`config.mk`:
```
export PLATFORM = sky130hd
export DESIGN_NAME = spi_reg_slave
export DESIGN_NICKNAME = d
export VERILOG_FILES = /design/src/rtl/spi_reg_slave.sv
export SDC_FILE = /design/constraint.sdc
export NUM_CORES = 1
export LEC_CHECK = 0
export ABC_AREA = 1
export BUFFER_PORTS_ARGS = -buffer_cell sky130_fd_sc_hd__buf_2
export CAP_MARGIN = 20
export CORE_UTILIZATION = 50
export DETAILED_ROUTE_END_ITERATION = 8
export PLACE_DENSITY_LB_ADDON = 0.1
export RECOVER_POWER = 50
export SLEW_MARGIN = 20
export SYNTH_ARGS = -nofsm -noshare
export SYNTH_HDL_FRONTEND = slang
export SYNTH_SLANG_ARGS = --single-unit
```
`constraint.sdc`:
```
create_clock -name clk -period 3.9 [get_ports clk]
set_clock_uncertainty 0.1 [all_clocks]
set_input_delay 0.78 -clock clk [delete_from_list [all_inputs] [get_ports clk]]
set_output_delay 0.78 -clock clk [all_outputs]
set_load 0.1 [all_outputs]
```
`src/rtl/spi_reg_slave.sv`:
```
// spi_reg_slave: SPI target with an addressed register file, run entirely in the clk domain.
// A frame is a command word (R/W + start address) followed by an auto-incrementing data burst.
module spi_reg_slave #(
  parameter int DATA_W = 8,
  parameter int ADDR_W = 3,
  parameter int CPOL   = 0,
  parameter int CPHA   = 0
) (
  input  logic                              clk,
  input  logic                              rst_n,
  input  logic                              sck,
  input  logic                              mosi,
  input  logic                              cs_n,
  output logic                              miso,
  input  logic [DATA_W-1:0]                 status_in,
  output logic [(2**ADDR_W)*DATA_W-1:0]     reg_out,
  output logic                              wr_strobe,
  output logic [ADDR_W-1:0]                 wr_addr,
  output logic                              active
);

  localparam int NREG  = 2 ** ADDR_W;
  localparam int CNT_W = $clog2(DATA_W);
  localparam logic [ADDR_W-1:0] LAST_ADDR   = ADDR_W'(NREG - 1);
  localparam logic [CNT_W-1:0]  LAST_BIT    = CNT_W'(DATA_W - 1);
  localparam bit                SAMPLE_RISE = (CPOL == CPHA);
  localparam bit                EARLY_FIRST = (CPHA == 0);

  typedef enum logic [1:0] {
    ST_IDLE = 2'd0,
    ST_CMD  = 2'd1,
    ST_DATA = 2'd2
  } state_t;

  state_t state_r, state_nx_s;

  logic [2:0]        sck_sync_r;
  logic [1:0]        mosi_sync_r;
  logic [2:0]        cs_sync_r;

  logic [CNT_W-1:0]  bit_cnt_r;
  logic [DATA_W-2:0] shift_in_r;
  logic [DATA_W-1:0] shift_out_r;
  logic [ADDR_W-1:0] addr_r;
  logic              rw_r;
  logic [DATA_W-1:0] snap_r;
  logic [DATA_W-1:0] regs_r [NREG];
  logic              miso_r;
  logic              wr_strobe_r;
  logic [ADDR_W-1:0] wr_addr_r;
  logic              active_r;

  logic              sck_rise_s, sck_fall_s, sample_s, shift_s;
  logic              cs_fall_s, cs_rise_s, mosi_s;
  logic              word_done_s, cmd_done_s, data_done_s, wr_en_s;
  logic [DATA_W-1:0] word_s;
  logic [ADDR_W-1:0] cmd_addr_s, addr_inc_s;
  logic [DATA_W-1:0] rd_cmd_s, rd_next_s;

  // Two-stage synchronisers; the third sck/cs_n stage is the previous value for edge detection.
  always_ff @(posedge clk or negedge rst_n) begin
    if (!rst_n) begin
      sck_sync_r  <= 3'b000;
      mosi_sync_r <= 2'b00;
      cs_sync_r   <= 3'b000;
    end else begin
      sck_sync_r  <= {sck_sync_r[1:0], sck};
      mosi_sync_r <= {mosi_sync_r[0], mosi};
      cs_sync_r   <= {cs_sync_r[1:0], cs_n};
    end
  end

  assign sck_rise_s  = sck_sync_r[1] & ~sck_sync_r[2];
  assign sck_fall_s  = ~sck_sync_r[1] & sck_sync_r[2];
  assign sample_s    = SAMPLE_RISE ? sck_rise_s : sck_fall_s;
  assign shift_s     = SAMPLE_RISE ? sck_fall_s : sck_rise_s;
  assign cs_fall_s   = ~cs_sync_r[1] & cs_sync_r[2];
  assign cs_rise_s   = cs_sync_r[1] & ~cs_sync_r[2];
  assign mosi_s      = mosi_sync_r[1];

  // A word completing on the same cycle as a cs_n rise is treated as aborted.
  assign word_s      = {shift_in_r, mosi_s};
  assign word_done_s = sample_s && (bit_cnt_r == LAST_BIT) && !cs_rise_s;
  assign cmd_done_s  = word_done_s && (state_r == ST_CMD);
  assign data_done_s = word_done_s && (state_r == ST_DATA);
  assign wr_en_s     = data_done_s && !rw_r && (addr_r != LAST_ADDR);
  assign cmd_addr_s  = word_s[ADDR_W-1:0];
  assign addr_inc_s  = addr_r + ADDR_W'(1);

  // Read map: the top address returns the frame-start status snapshot.
  always_comb begin
    rd_cmd_s  = regs_r[cmd_addr_s];
    rd_next_s = regs_r[addr_inc_s];
    if (cmd_addr_s == LAST_ADDR) begin
      rd_cmd_s = snap_r;
    end else begin
      rd_cmd_s = regs_r[cmd_addr_s];
    end
    if (addr_inc_s == LAST_ADDR) begin
      rd_next_s = snap_r;
    end else begin
      rd_next_s = regs_r[addr_inc_s];
    end
  end

  // Frame state register.
  always_ff @(posedge clk or negedge rst_n) begin
    if (!rst_n) begin
      state_r <= ST_IDLE;
    end else begin
      state_r <= state_nx_s;
    end
  end

  // Next-state logic: cs_n rise returns to IDLE from anywhere.
  always_comb begin
    state_nx_s = state_r;
    if (cs_rise_s) begin
      state_nx_s = ST_IDLE;
    end else begin
      case (state_r)
        ST_IDLE: begin
          if (cs_fall_s) begin
            state_nx_s = ST_CMD;
          end else begin
            state_nx_s = ST_IDLE;
          end
        end
        ST_CMD: begin
          if (cmd_done_s) begin
            state_nx_s = ST_DATA;
          end else begin
            state_nx_s = ST_CMD;
          end
        end
        ST_DATA: state_nx_s = ST_DATA;
        default: state_nx_s = ST_IDLE;
      endcase
    end
  end

  // Bit counter, shift registers, address pointer and status snapshot.
  always_ff @(posedge clk or negedge rst_n) begin
    if (!rst_n) begin
      bit_cnt_r   <= '0;
      shift_in_r  <= '0;
      shift_out_r <= '0;
      addr_r      <= '0;
      rw_r        <= 1'b0;
      snap_r      <= '0;
    end else if (cs_rise_s) begin
      bit_cnt_r   <= '0;
      shift_in_r  <= '0;
      shift_out_r <= '0;
    end else begin
      case (state_r)
        ST_IDLE: begin
          bit_cnt_r  <= '0;
          shift_in_r <= '0;
          if (cs_fall_s) begin
            snap_r <= status_in;
          end
        end
        ST_CMD, ST_DATA: begin
          if (sample_s) begin
            shift_in_r <= word_s[DATA_W-2:0];
            if (bit_cnt_r == LAST_BIT) begin
              bit_cnt_r <= '0;
              if (state_r == ST_CMD) begin
                rw_r        <= word_s[DATA_W-1];
                addr_r      <= cmd_addr_s;
                shift_out_r <= rd_cmd_s;
              end else begin
                addr_r      <= addr_inc_s;
                shift_out_r <= rd_next_s;
              end
            end else begin
              bit_cnt_r   <= bit_cnt_r + CNT_W'(1);
              shift_out_r <= {shift_out_r[DATA_W-2:0], 1'b0};
            end
          end
        end
        default: begin
          bit_cnt_r  <= '0;
          shift_in_r <= '0;
        end
      endcase
    end
  end

  // Register file with its write-commit strobe; the top address is read-only.
  always_ff @(posedge clk or negedge rst_n) begin
    if (!rst_n) begin
      for (int k = 0; k < NREG; k++) begin
        regs_r[k] <= '0;
      end
      wr_strobe_r <= 1'b0;
      wr_addr_r   <= '0;
    end else begin
      wr_strobe_r <= wr_en_s;
      if (wr_en_s) begin
        regs_r[addr_r] <= word_s;
        wr_addr_r      <= addr_r;
      end
    end
  end

  // MISO: with CPHA=0 the first data bit appears as the command completes, else on shift edges.
  always_ff @(posedge clk or negedge rst_n) begin
    if (!rst_n) begin
      miso_r <= 1'b0;
    end else if (cs_rise_s) begin
      miso_r <= 1'b0;
    end else if (state_r == ST_CMD) begin
      if (cmd_done_s && EARLY_FIRST && word_s[DATA_W-1]) begin
        miso_r <= rd_cmd_s[DATA_W-1];
      end else begin
        miso_r <= 1'b0;
      end
    end else if ((state_r == ST_DATA) && rw_r) begin
      if (shift_s) begin
        miso_r <= shift_out_r[DATA_W-1];
      end
    end else begin
      miso_r <= 1'b0;
    end
  end

  // Frame-active flag tracks the state register exactly.
  always_ff @(posedge clk or negedge rst_n) begin
    if (!rst_n) begin
      active_r <= 1'b0;
    end else begin
      active_r <= (state_nx_s != ST_IDLE);
    end
  end

  always_comb begin
    reg_out = '0;
    for (int k = 0; k < NREG; k++) begin
      reg_out[k*DATA_W +: DATA_W] = regs_r[k];
    end
  end

  assign miso      = miso_r;
  assign wr_strobe = wr_strobe_r;
  assign wr_addr   = wr_addr_r;
  assign active    = active_r;

endmodule

```
**Word-level counts from Yosys, hierarchy flattened**

Cells that the tools add are included.

- Register bits: 110
- Bits of input ports: 13
- Output and inout bits: 70

- Add/subtract/negate cells: 2
- Order comparisons: 4
- Equal/unequal tests: 8
- Multiplexer cells: 33
- Bitwise operators: 12
- Reduce and logical (&&, ||, !) cells: 20

Operators by type and width:

| cell | number |
|---|---|
| $mux W8 | 12 |
| $bwmux W64 | 1 |
| $bmux W8 S3 | 2 |
| $demux W8 S3 | 1 |
| $mux W7 | 3 |
| $mux W3 | 5 |
| $ge A4 B4 Y1 const B | 3 |
| $not A3 Y4 | 3 |
| $eq A3 B3 Y1 const B | 3 |
| $logic_and A1 B1 Y1 | 9 |
| $add A3 B1 Y3 const B | 2 |
| $mux W1 | 6 |
| $ne A3 B3 Y1 const B | 2 |
| $pmux W2 S3 | 1 |
| $reduce_bool A2 Y1 | 3 |
| $not A1 Y1 | 5 |
| $reduce_and A5 Y1 | 1 |
| $and A1 B1 Y1 | 4 |
| $lt A4 B1 Y1 const B | 1 |
| $mux W2 | 2 |
| $ne A4 B4 Y1 const B | 1 |
| $reduce_and A4 Y1 | 1 |
| $reduce_and A3 Y1 | 1 |
| $eq A2 B1 Y1 const B | 1 |
| other kinds (5) | 6 |

**Longest topological paths before layout**

- Depth in word-level cells: 11
- Mapped depth: 14

**Least setup slack after synthesis**

No wires, ideal clock.

- Kind: register -> register
- Start point: reg addr_r[0]
- End point: reg shift_out_r[5]
- Setup time: 0.117 ns
- Arrival time: 1.962 ns
- Data required time: 3.683 ns
- Path slack: 1.721 ns
- Cell stages (with the launch flop): 15
- Path buffers: 2
- Period minus slack after synthesis: 2.179 ns
- Cells stage by stage: dfrtp_1 -> inv_1 -> clkbuf_1 -> ha_1 -> inv_1 -> clkbuf_1 -> nor2_1 -> nand2_1 -> nand2_1 -> nand2_1 -> nand3_1 -> nand2_1 -> nand2_1 -> nand2_1 -> nand2_1

- Longest elaborated chain between the ends: 11

Ends and longest elaborated chain:

| what | RTL line | RTL |
|---|---|---|
| from (decl) | 44 | `logic [ADDR_W-1:0] addr_r;` |
| from (signal assigned) | 171 | `addr_r <= cmd_addr_s;` |
| from (signal assigned) | 174 | `addr_r <= addr_inc_s;` |
| $add A3 B1 Y3 * | 88 | `assign addr_inc_s = addr_r + ADDR_W'(1);` |
| $not A3 Y4 (not written as such) | 102 | `rd_next_s = regs_r[addr_inc_s];` |
| $bmux W8 S3 | 102 |  |
| $mux W8 (not written as such) (2 in series) | 102 |  |
| $mux W8 * | 99 | `if (addr_inc_s == LAST_ADDR) begin` |
| $mux W8 * | 169 | `if (state_r == ST_CMD) begin` |
| $mux W8 * | 167 | `if (bit_cnt_r == LAST_BIT) begin` |
| $mux W8 * | 165 | `if (sample_s) begin` |
| $mux W8 * | 156 | `case (state_r)` |
| $mux W8 * | 151 | `end else if (cs_rise_s) begin` |
| to (signal assigned) | 172 | `shift_out_r <= rd_cmd_s;` |
| to (signal assigned) | 175 | `shift_out_r <= rd_next_s;` |
| to (signal assigned) | 179 | `shift_out_r <= {shift_out_r[DATA_W-2:0], 1'b0};` |
| to (decl) | 43 | `logic [DATA_W-1:0] shift_out_r;` |

Every way passes the cells marked *; elsewhere a longest branch is shown, timed or not. The select of a mux whose other input is x is not followed.
A chain may end at the register's enable or synchronous reset.

**Final worst setup path**

- Start point: reg bit_cnt_r[0]
- End point: reg regs_r (netlist bit reg_out[57])

- Longest elaborated chain between the ends: 6

Ends and longest elaborated chain:

| what | RTL line | RTL |
|---|---|---|
| from (decl) | 41 | `logic [CNT_W-1:0] bit_cnt_r;` |
| from (signal assigned) | 178 | `bit_cnt_r <= bit_cnt_r + CNT_W'(1);` |
| $eq A3 B3 Y1 | 83 | `assign word_done_s = sample_s && (bit_cnt_r == LAST_BIT) && !cs_rise_s;` |
| $logic_and A1 B1 Y1 (2 in series) | 83 |  |
| $logic_and A1 B1 Y1 | 85 | `assign data_done_s = word_done_s && (state_r == ST_DATA);` |
| $logic_and A1 B1 Y1 (2 in series) | 86 | `assign wr_en_s = data_done_s && !rw_r && (addr_r != LAST_ADDR);` |
| to (signal, indexed assignment) | 202 | `regs_r[addr_r] <= word_s;` |
| to (decl) | 47 | `logic [DATA_W-1:0] regs_r [NREG];` |

No other way between the ends.

==> results.cfg <==
[status]
status = complete, but fails checks
violations = max-capacitance violations, max-slew violations

[yosys]
synth_commonest_cells = nand2_1 (285), dfrtp_1 (110), nand3_1 (84)
async_flop_share_pct = 100
ys_types = 33
synth_warnings = 0
ys.flop_type = dfrtp_1
synth_area_per_cell_um2 = 7.63
syn_area_um2 = 5680
synth_area_leaders = dfrtp_1 (48%), nand2_1 (19%), nand3_1 (7.4%)
ys_seq_elements = 110
synth_top_family_by_area = simple AND/OR/NAND/NOR gates
synth_compound_area_share_pct = 9.70
synth_edf_count = 0
yosysTopAreaCellShare_pct = 48.5
yosys.area_share.simple_pct = 31.7
postSynthNetCount = 766
yosysMostFrequentCell = nand2_1
synth-xor-area-share_pct = 0
yosysSeqAreaShare_pct = 48.5
synth_top_cell_by_area = dfrtp_1
syn_inst = 744
muxShareOfSynthArea_pct = 1.59
synth-adder-area-share_pct = 1.98

[clock_tree]
holdBufCountCts = 0
cts_tree = done
numCtsBuffers = 9
post_cts_buffers = 0
clockBufferDepth = 2
clk_latency_ns = 0.36
cts_max_level = 3
cts_resized = 0
clk_pin_slew_ns = 0.07
cts-root-buf = clkbuf_16
clock_sinks = 110

[sta]
fin_tns_setup_ns = 0
timing.fmax_ghz = 0.326
relSlewSlack_pct = -42.7
setup_viol = 0
finalHoldViolCount = 0
rsz0062_at_grt = no
worst_pin_slew_ns = 2.14
fin_ws_ns = 0.834
holdWs_ns = 0.249
layout_min_cycle_time_ns = 3.07
finalMaxSlewViolations = 88
period_share_pct = 78.6

[global_route]
grt_first_pass_wirelength_um = 26300
grt_max_degree = 88
grt_remaining_overflow = 0
grt_pass1_vias = 5151
antenna_found_initial = 0
grt_usage_pct = 29.9

[layout]
fill_cells = 1088
n_antenna_cell = 0
syn2layout_area_growth_pct = 14.1
drive_above_1_share_pct = 15.4
layout.nets = 831
fin_util_pct = 59.2

[place]
port_buffers = 82
gp_congestion = 0.868
dpl.hpwl_um = 11400
place_ws_ns = 1.22

[floorplanning]
die-area_um2 = 11800
initial_utilization_pct = 51.9
die_y_um = 109
die_w_um = 109
ios = 83
rows = 38
core_um2 = 10900

[critical_path]
critPathArrivalTime_ns = 3.18
path_class = reg2reg
cp.required_ns = 4.02
crit_fanout = 16
end_kind = register
cp-start-kind = register

[pwr]
power.total_mw = 2.38
ir_drop_mv = 0.331
pwr_density_cell_nw_per_um2 = 367
leakagePower_nw = 3.17

[route]
drtPass1Iterations = 5
drt_iter0_drc = 305
vias = 5215
ant_nets = 0
finalWirelength_um = 16100
post_drt_wl_per_cell_um = 16.9
drc = 0
viasPerCell = 5.47

[worst_hold_path]
hold_class = reg2reg

[job]
max_cap_viol_count = 1
==> final cells by class <==
cell class	count	area, µm²	area share (%)
clock buffer	12	267	4.11
clock inverter	4	76.3	1.18
inverter	60	225	3.48
multi-input combinational	540	2540	39.3
sequential	110	2750	42.5
tap	140	175	2.70
timing repair buffer	88	439	6.78
==> routing by layer <==
| layer | GRT usage (%) | vias to the layer above | routed length (µm) |
|---|---|---|---|
| met5 | 0 | - | 0 |
| met4 | 12.9 | 0 | 594 |
| met3 | 6.69 | 38 | 885 |
| met2 | 49.9 | 170 | 7850 |
| met1 | 37.0 | 2479 | 6770 |
| li1 | - | 2528 | - |
==> critical path: stages, from the launching register on <==
cell and delay [ns]:
dfrtp_1 0.35, ha_1 0.15, ha_1 0.49, inv_1 0.16, nor3_1 0.57, nand2_4 0.25
nor2_8 0.18, nand3_2 0.39, nand2_1 0.20, o21ai_2 0.06
==> stage by stage <==
stage / instances / instance area [µm²]
final: 954 / 6480
after global routing: 954 / 6480
after CTS: 954 / 6510
after detailed placement: 938 / 6160
after global placement: 938 / 6160
after floorplan: 744 / 5680
==> cell usage in the layout, fill, tap and decap left out, drive strengths merged <==
cell and instances:
o22ai 7, nor3 2, dfrtp 110, inv 59, buf 78, nand2 292
nand4 1, o211ai 3, clkbuf 22, and3 3, nor2 37, clkinvlp 1
ha 9, clkinv 2, nor3b 1, a21oi 3, mux2 8, or2 1
bufinv 2, o31ai 1, a31oi 1, nand3 86, o21ai 85
==> registers in the layout (all words and copies together) (netlist names), 2 cells and up <==
signal	count
snap_r	8
mosi_sync_r	2
wr_addr	3
shift_in_r	7
addr_r	3
bit_cnt_r	3
state_r	2
shift_out_r	8
cs_sync_r	3
reg_out	64
sck_sync_r	3
==> logic make-up (layout without fill, tap and decap cells) <==
family,count (synthesis),count (layout)
compound gates,100,100
fa+ha+maj,9,9
buf+inv,94,164
flops,110,110
mux,8,8
simple gates,423,423
==> power by group <==
group          internal [mW]  switching (mW)
Sequential              1.17          0.0317
Combinational         0.0397           0.102
Clock                  0.618           0.416
==> worst paths after layout <==
kind,from,end,slack (ns),cells after the start
max,bit_cnt_r[0],reg_out[57],0.83,9
min,mosi_sync_r[0],mosi_sync_r[1],0.25,0
max reg2reg,bit_cnt_r[0],reg_out[57],0.83,9
min reg2reg,mosi_sync_r[0],mosi_sync_r[1],0.25,0
max in group asynchronous,rst_n,shift_in_r[5],1.14,2
min in group asynchronous,rst_n,reg_out[3],0.95,1
No activity file was read; power rests on OpenSTA's default activity.
